File: src/rtl/cva6_sv32_tlb.sv
// Fully-associative Sv32 TLB: combinational lookup, registered update/flush,
// tree-PLRU replacement, and raw tag/content images exported for formal checks.
module cva6_sv32_tlb #(
    parameter int TLB_ENTRIES = 4,
    parameter int ASID_WIDTH  = 1
) (
    input  logic                  clk_i,
    input  logic                  rst_ni,
    input  logic                  flush_i,
    input  logic [62:0]           update_i,
    input  logic                  lu_access_i,
    input  logic [ASID_WIDTH-1:0] lu_asid_i,
    input  logic [31:0]           lu_vaddr_i,
    output logic [31:0]           lu_content_o,
    input  logic [ASID_WIDTH-1:0] asid_to_be_flushed_i,
    input  logic [31:0]           vaddr_to_be_flushed_i,
    output logic                  lu_is_4M_o,
    output logic                  lu_hit_o,
    output logic [127:0]          port_content_q_o,
    output logic [123:0]          port_tags_q_o
);

    localparam int LVLS = $clog2(TLB_ENTRIES);

    typedef struct packed {
        logic [8:0] asid;
        logic [9:0] vpn1;
        logic [9:0] vpn0;
        logic       is_4M;
        logic       valid;
    } tag_t;

    tag_t [TLB_ENTRIES-1:0]        tags_q, tags_d;
    logic [TLB_ENTRIES-1:0][31:0]  content_q, content_d;
    logic [TLB_ENTRIES-2:0]        plru_q, plru_d;

    logic [TLB_ENTRIES-1:0] lu_match, lu_first, victim_oh, write_oh;
    logic                   update_en;
    logic                   unused_offset;

    // The page offset never takes part in translation.
    assign unused_offset = ^lu_vaddr_i[11:0];

    function automatic logic vpn_match(input tag_t t, input logic [19:0] vpn);
        return (t.vpn1 == vpn[19:10]) && (t.is_4M || t.vpn0 == vpn[9:0]);
    endfunction

    // Point every tree node on the path to entry idx away from it.
    function automatic logic [TLB_ENTRIES-2:0] plru_touch(input logic [TLB_ENTRIES-2:0] tree,
                                                          input int idx);
        logic [TLB_ENTRIES-2:0] t;
        t = tree;
        for (int lvl = 0; lvl < LVLS; lvl++)
            for (int n = 0; n < TLB_ENTRIES - 1; n++)
                if (n == (1 << lvl) - 1 + (idx >> (LVLS - lvl)))
                    t[n] = ~1'((idx >> (LVLS - lvl - 1)) & 1);
        return t;
    endfunction

    // NOTE: every always_comb output gets a default first so no latch is inferred.
    always_comb begin
        lu_match     = '0;
        lu_first     = '0;
        lu_content_o = '0;
        lu_is_4M_o   = 1'b0;
        for (int i = 0; i < TLB_ENTRIES; i++)
            lu_match[i] = tags_q[i].valid
                        && (tags_q[i].asid == 9'(lu_asid_i) || content_q[i][5])
                        && vpn_match(tags_q[i], lu_vaddr_i[31:12]);
        // Descending scan so the lowest-index match wins.
        for (int i = TLB_ENTRIES - 1; i >= 0; i--)
            if (lu_match[i]) begin
                lu_first     = '0;
                lu_first[i]  = 1'b1;
                lu_content_o = content_q[i];
                lu_is_4M_o   = tags_q[i].is_4M;
            end
    end

    assign lu_hit_o = |lu_match;

    always_comb begin
        logic en;
        logic found;
        victim_oh = '0;
        for (int i = 0; i < TLB_ENTRIES; i++) begin
            en = 1'b1;
            for (int lvl = 0; lvl < LVLS; lvl++)
                for (int n = 0; n < TLB_ENTRIES - 1; n++)
                    if (n == (1 << lvl) - 1 + (i >> (LVLS - lvl)))
                        en = en & (plru_q[n] == 1'((i >> (LVLS - lvl - 1)) & 1));
            victim_oh[i] = en;
        end

        update_en = update_i[62] && !flush_i;
        write_oh  = '0;
        found     = 1'b0;
        for (int i = 0; i < TLB_ENTRIES; i++)
            if (!tags_q[i].valid && !found) begin
                write_oh[i] = 1'b1;
                found       = 1'b1;
            end
        if (!found)     write_oh = victim_oh;
        if (!update_en) write_oh = '0;
    end

    always_comb begin
        logic az, vz, vm, am, clr;
        tags_d    = tags_q;
        content_d = content_q;
        plru_d    = plru_q;
        az = (asid_to_be_flushed_i == '0);
        vz = (vaddr_to_be_flushed_i == '0);

        for (int i = 0; i < TLB_ENTRIES; i++) begin
            vm = vpn_match(tags_q[i], vaddr_to_be_flushed_i[31:12]);
            am = (tags_q[i].asid == 9'(asid_to_be_flushed_i)) && !content_q[i][5];
            if (az && vz)  clr = 1'b1;
            else if (az)   clr = vm;
            else if (vz)   clr = am;
            else           clr = vm && am;
            if (flush_i && clr) tags_d[i].valid = 1'b0;
        end

        for (int i = 0; i < TLB_ENTRIES; i++)
            if (lu_access_i && lu_first[i]) plru_d = plru_touch(plru_d, i);

        // A fresh write also becomes most-recently-used, overriding the lookup touch.
        for (int i = 0; i < TLB_ENTRIES; i++)
            if (write_oh[i]) begin
                tags_d[i]    = '{asid:  update_i[40:32], vpn1: update_i[60:51],
                                 vpn0:  update_i[50:41], is_4M: update_i[61], valid: 1'b1};
                content_d[i] = update_i[31:0];
                plru_d       = plru_touch(plru_d, i);
            end
    end

    // NOTE: the entry arrays are reset too, so the exported images read 0 out of reset.
    always_ff @(posedge clk_i or negedge rst_ni) begin
        if (!rst_ni) begin
            tags_q    <= '0;
            content_q <= '0;
            plru_q    <= '0;
        end else begin
            // NOTE: non-blocking so every register samples pre-edge state.
            tags_q    <= tags_d;
            content_q <= content_d;
            plru_q    <= plru_d;
        end
    end

    assign port_tags_q_o    = tags_q;
    assign port_content_q_o = content_q;

endmodule

File: config.mk
export PLATFORM = sky130hd
export DESIGN_NAME = cva6_sv32_tlb
export DESIGN_NICKNAME = d
export VERILOG_FILES = /design/src/rtl/cva6_sv32_tlb.sv
export SDC_FILE = /design/constraint.sdc
export NUM_CORES = 1
export LEC_CHECK = 0
export ABC_AREA = 1
export ABC_CLOCK_PERIOD_IN_PS = 4980
export CAP_MARGIN = 10
export CORE_ASPECT_RATIO = 2
export CORE_MARGIN = 3
export CORE_UTILIZATION = 51
export CTS_CLUSTER_DIAMETER = 50
export DETAILED_ROUTE_END_ITERATION = 12
export PLACE_DENSITY = 0.93
export SLEW_MARGIN = 5
export SYNTH_ARGS = -nofsm -noshare
export SYNTH_HDL_FRONTEND = slang
export SYNTH_SLANG_ARGS = --single-unit
export TNS_END_PERCENT = 50
File: constraint.sdc
create_clock -name clk_i -period 4.98 [get_ports clk_i]
set_input_delay 0.498 -clock clk_i [delete_from_list [all_inputs] [get_ports clk_i]]
set_output_delay 0.498 -clock clk_i [all_outputs]
set_load 0.01 [all_outputs]
==> run metrics, run 1 <==
core area=25,300 µm²; total congestion overflow=0; vias in the first global route=14,100; Sw Share=41.1%; Post-synth EDFFs=0; crit-path cells=clkdlybuf4s50_1 > inv_2 > nand2_1 > o21ai_1 > nor2_1 > nand3_1 > o21ai_0 > nand2_1 > inv_2 > nand3_1 > nand2_1 > nand2_1 > nand3_1 > clkdlybuf4s50_1; leading post-synthesis cells by instance count=nand2_1 (607), o21ai_0 (279), dfrtp_1 (255), inv_1 (175), nand3_1 (134); vias per cell=5.68; Final Skew=25.5 ps; Reg clk slew, reported paths=70 ps; post-CTS setup buffer count=0; WL/cell=21.2 µm; Clock Path Buffers=3; YS warnings=0; drt drc=0; Tcrit/Tclk final=88.4%; combinational share of power=44.7%; RSZ-0062 raised after global routing=false; crit-path max cell delay=680 ps; H-Tree Depth=1; P_int=6.54 mW; leak pwr=8.76 nW; Max-slew headroom=22.4%; FMAX=0.227 GHz; layout cells sized above 1=4.05%; Tmin final=4400 ps; max cap viols=0; PortBufs=406; DP Worst Slack=705 ps; Pwr per Cell Area=606 nW/µm²; Net Count, Synth=1,916; CTS Hold Bufs=0; Clk pwr share=17.9%; fin nets=2,284; Syn Inst Count=1,783; clock insertion delay at the later pin of the skew report=560 ps; dpl hpwl=38,200 µm; most frequent CP cell=nand2_1; Mapped Area=13,200 µm²; Crit Path Class=primary input to primary output; Top Family by Delay on Critical Path=buffers and inverters; Yosys cell types=32; TritonCTS clock tree=done; clock buffers created by TritonCTS=26; Clock Sinks=255; CP Capture Type=primary output; # IOs=419; GPL Wtd Cong=0.971; Final Slew Violations=0; asr flop ratio synth=100%; DR iter-0 viols=1,178; first-pass GRT wire length=80,300 µm; synth-to-layout area growth=38.7%; Main synth FF type=dfrtp_1; die footprint=28,000 µm²; Post-Syn Area per Cell=7.42 µm²; antenna violations before repair=1; Peak VDD IR=0.413 mV; Die Y=234 µm; outcome=complete, no violations; Reg power frac=37.3%; FF+latch count, synth=255; clk root buf=clkbuf_16; count leader, synth=nand2_1; Setup violations, final=0; Crit path arrival time=3900 ps; post-synth top area share=48.2%; crit path launch type=primary input; row cnt=82; Worst Path Required=4480 ps; Die W=120 µm; routed vias=14,300; WL final=53,200 µm; drt pass-1 iters=6; Yosys top cell by area=dfrtp_1; CP max-delay cell=clkdlybuf4s50_1; Slew @ Worst Pin=1160 ps; Buffers & Inverters on Critical Path=4; largest cells by area after synthesis=dfrtp_1 (48%), nand2_1 (17%), o21ai_0 (11%), nand3_1 (5.1%), inv_1 (5.0%); Seq/Total Area, Yosys=48.2%; CP max FO=33; # fillers=1,939; Util after Layout=72.4%; post-route ant nets=0; setup TNS=0 ps; Sw Pwr=4.57 mW; worst setup margin=579 ps; GRT Util Overall=36.9%; final hold violations=0; largest net degree at the start of global routing=128; Initial Util=52.2%; Hold/Removal Path Class=primary input to asynchronous set/reset pin; CTS resizes=0
==> flip-flops by register name (all words and copies together) (netlist names) <==
signal,count
plru_q,3
port_content_q_o,128
port_tags_q_o,124
==> layer usage <==
metal,vias to the layer above,GRT usage (%),routed length [µm],share of wire [%]
li1,6436,-,-,-
met1,6728,40.0,17600,33
met2,838,64.9,27000,51
met3,250,6.61,4140,7.8
met4,0,25.6,4480,8.4
met5,-,0,0,0
==> logic make-up after synthesis <==
| family | Yosys count | synth area share, % |
|---|---|---|
| XOR/XNOR | 49 | 3.24 |
| flip-flops | 255 | 48.2 |
| AND/OR/NAND/NOR | 886 | 27.5 |
| AO/OA/AOI/OAI | 326 | 12.6 |
| buffers and inverters | 267 | 8.38 |
==> layout make-up <==
class | instances | area (µm²) | area share (%)
repair buffers | 417 | 4160 | 22.7
clock buffers | 36 | 748 | 4.08
multi-input cells | 1261 | 5790 | 31.5
clock inverters | 12 | 128 | 0.696
inverters | 190 | 717 | 3.91
flip-flops and latches | 255 | 6380 | 34.8
well taps | 336 | 420 | 2.29
diodes | 1 | 2.50 | 0.0136
==> worst paths after layout <==
kind | slack (ps) | to | startpoint | cells past startpoint
min in group clk_i | 510 | port_content_q_o[57] | port_content_q_o[57] | 2
hold / removal | 50 | port_tags_q_o[49] | rst_ni | 1
setup / recovery | 580 | lu_content_o[4] | lu_vaddr_i[12] | 14
hold reg to reg | 510 | port_content_q_o[57] | port_content_q_o[57] | 2
setup reg to reg | 2380 | port_content_q_o[52] | port_tags_q_o[31] | 8
max in group asynchronous | 3770 | port_content_q_o[17] | rst_ni | 2
==> per-stage QoR <==
stage          power (mW)  instance area, µm²  cells  hold slack (ps)
2_1_floorplan        6.00               13200   1783              202
3_3_place_gp         8.86               17500   2459              489
3_5_place_dp         9.04               17500   2459              494
4_1_cts              11.1               18300   2507             90.6
5_1_grt              11.7               18300   2508              130
6_report             11.1               18300   2508             50.6
==> power by group through the flow <==
stage               clock, mW  sequential [mW]  combinational (mW)
floorplan                   0             4.25                1.76
global placement            0             4.09                4.77
detailed placement          0             4.11                4.92
CTS                      2.01             4.10                4.97
global route             2.09             4.25                5.38
finish                   1.99             4.15                4.97
==> cell usage in the layout (no fill, tap or decap), types with 2 or more instances in the layout <==
cell type,synthesis,layout
xnor2_1,28,28
clkinvlp_4,0,2
o22ai_1,23,23
clkinv_8,0,2
nor3_1,4,4
a21oi_1,15,15
inv_6,0,3
nand3_1,134,133
nor2_4,1,2
nand4_1,18,18
o21ai_0,279,279
clkbuf_8,0,6
nor4_1,9,9
inv_2,12,12
nor2_2,3,3
o21ai_1,6,5
dfrtp_1,255,255
clkinv_2,1,4
clkbuf_1,36,4
o21ai_4,0,2
nand2_1,607,606
inv_1,175,175
clkbuf_16,0,26
clkdlybuf4s50_1,0,405
xor2_1,21,21
buf_4,0,10
nor3b_1,4,4
nand2_4,3,4
nor2_1,96,95
or2_2,5,5
No activity file was read; power rests on OpenSTA's default activity.
==> inputs of run 2 (changes only) <==
Settings changed: CORE_UTILIZATION 51 to 52, CTS_BUF_LIST set to sky130_fd_sc_hd__clkbuf_2, PLACE_DENSITY 0.93 to 0.94.
==> run metrics, run 2 (synthesis gave the netlist of run 1 again) <==
outcome=complete, no violations (unchanged); crit-path cells=inv_1 > o21ai_0 > nor2_1 > nand3_1 > o21ai_0 > nand2_1 > inv_2 > nand3_1 > nand2_1 > nand2_1 > nand3_1 > clkdlybuf4s50_1 (was clkdlybuf4s50_1 > inv_2 > nand2_1 > o21ai_1 > nor2_1 > nand3_1 > o21ai_0 > nand2_1 > inv_2 > nand3_1 > nand2_1 > nand2_1 > nand3_1 > clkdlybuf4s50_1); Pwr per Cell Area=582 nW/µm² (was 606 nW/µm²); met2 Track Usage GR=65.4% (was 64.9%); Tot Pwr=10.5 mW (was 11.1 mW); post-CTS setup buffer count=0 (unchanged); TritonCTS clock tree=done (unchanged); CTS Hold Bufs=1 (was 0); largest net degree at the start of global routing=141 (was 128); Worst Path Required=4480 ps (about the same); FMAX=0.218 GHz (was 0.227 GHz); Slew @ Worst Pin=1040 ps (was 1160 ps); PortBufs=406 (unchanged); dpl hpwl=38,900 µm (was 38,200 µm); Clock Sinks=255 (unchanged); RSZ-0062 raised after global routing=false (unchanged); vias in the first global route=14,200 (was 14,100); Largest register FFs=128 (unchanged); leak pwr=8.72 nW (was 8.76 nW); Hold/Removal Path Class=primary input to asynchronous set/reset pin (unchanged); drt pass-1 iters=6 (unchanged); synth-to-layout area growth=36.0% (was 38.7%); vias per cell=5.65 (was 5.68); row cnt=82 (unchanged); met1 Track Usage GR=40.7% (was 40.0%); Clock Path Buffers=3 (unchanged); Max-slew headroom=30.6% (was 22.4%); Crit path arrival time=4080 ps (was 3900 ps); CP max FO=33 (unchanged); Setup violations, final=0 (unchanged); Final Skew=112 ps (was 25.5 ps); layer with the highest usage=met2 (unchanged); Final Slew Violations=0 (unchanged); total congestion overflow=0 (unchanged); GPL Wtd Cong=1.01 (was 0.971); Peak VDD IR=0.377 mV (was 0.413 mV); Die Y=232 µm (was 234 µm); Initial Util=52.8% (was 52.2%); WL/cell=20.8 µm (was 21.2 µm); first-pass GRT wire length=80,600 µm (was 80,300 µm); DR iter-0 viols=1,214 (was 1,178); final hold violations=0 (unchanged); Crit Path Class=register to primary output (was primary input to primary output); crit-path max cell delay=580 ps (was 680 ps); met3 GRT Util=8.03% (was 6.61%); GRT Util Overall=37.8% (was 36.9%); clk root buf=clkbuf_2 (was clkbuf_16); layout cells sized above 1=5.81% (was 4.05%); Tcrit/Tclk final=92.0% (was 88.4%); CTS resizes=0 (unchanged); Buffers & Inverters on Critical Path=3 (was 4); CP Capture Type=primary output (unchanged); crit path launch type=register (was primary input); Die W=119 µm (was 120 µm); fin nets=2,315 (was 2,284); antenna violations before repair=3 (was 1); setup TNS=0 ps (unchanged); drt drc=0 (unchanged); clock buffers created by TritonCTS=57 (was 26); clock insertion delay at the later pin of the skew report=980 ps (was 560 ps); CP max-delay cell=inv_2 (was clkdlybuf4s50_1); die footprint=27,500 µm² (was 28,000 µm²); post-route ant nets=0 (unchanged); H-Tree Depth=2 (was 1); Top Family by Delay on Critical Path=buffers and inverters (unchanged); leading cell types in the layout, fill and taps excluded=nand2_1 (606), clkdlybuf4s50_1 (405), o21ai_0 (279), dfrtp_1 (255), inv_1 (175) (unchanged); commonest non-fill, non-tap cell in the layout=nand2_1 (unchanged); Reg clk slew, reported paths=110 ps (was 70 ps); routed vias=14,500 (was 14,300); max cap viols=0 (unchanged); WL final=53,300 µm (was 53,200 µm); # IOs=419 (unchanged); Tmin final=4580 ps (was 4400 ps); core area=25,000 µm² (was 25,300 µm²)
[run 2: changes by cell type in the layout (fill, tap and decap cells not counted), moves of 3 or more]
cell,change
inv_6,-3
clkinv_1,+11
clkbuf_2,+79
clkbuf_16,-26
clkbuf_1,-4
clkbuf_8,-6
[run 2: layout make-up]
| cell class | count | area, µm² |
|---|---|---|
| Clock buffer | 79 | 395 |
| Sequential cell | 255 | 6380 |
| Inverter | 190 | 717 |
| Multi-Input combinational cell | 1261 | 5790 |
| Antenna cell | 3 | 7.51 |
| Fill cell | 2034 | 7040 |
| Clock inverter | 18 | 110 |
| Timing Repair Buffer | 417 | 4180 |
| Tap cell | 336 | 420 |
[run 2: final timing paths]
path | endpoint | slack [ps] | start | cells past startpoint
hold / removal | port_tags_q_o[2] | 60 | rst_ni | 2
hold reg to reg | port_content_q_o[9] | 520 | port_content_q_o[9] | 2
setup reg to reg | port_content_q_o[72] | 2280 | port_tags_q_o[93] | 5
max in group asynchronous | port_content_q_o[65] | 3650 | rst_ni | 3
min in group clk_i | port_content_q_o[113] | 120 | update_i[17] | 3
setup / recovery | lu_content_o[18] | 400 | port_tags_q_o[98] | 12
[run 2: power by group]
group / internal (mW) / switching, mW
combinational: 2.42 / 2.57
clock: 0.484 / 0.859
sequential: 3.00 / 1.15
total: 5.90 / 4.58
[run 2: worst register-to-register path: cells and delay by family, from the launching register on]
family | cells | cell delay (ps)
buffers and inverters | 2 | 1080
and+or+nand+nor | 1 | 100
AOI/OAI and AO/OA | 2 | 870
DFF | 1 | 450
[run 2: metrics by stage]
step,setup WS [ps],instance area [µm²],cells,utilization (%),hold WS [ps]
final,400,18000,2559,71.9,58.4
after global routing,194,18000,2559,71.9,54.6
after CTS,377,18000,2556,71.9,28.8
after detailed placement,736,17500,2458,69.8,447
after global placement,764,17500,2458,69.8,438
after floorplan,2750,13200,1783,-,202
[run 2: routing by layer]
| metal | up-vias | wire (µm) | part of all wire (%) |
|---|---|---|---|
| met5 | - | 0 | 0 |
| met1 | 6760 | 17400 | 33 |
| met4 | 0 | 4640 | 8.7 |
| met3 | 261 | 4490 | 8.4 |
| met2 | 914 | 26800 | 50 |
| li1 | 6521 | - | - |
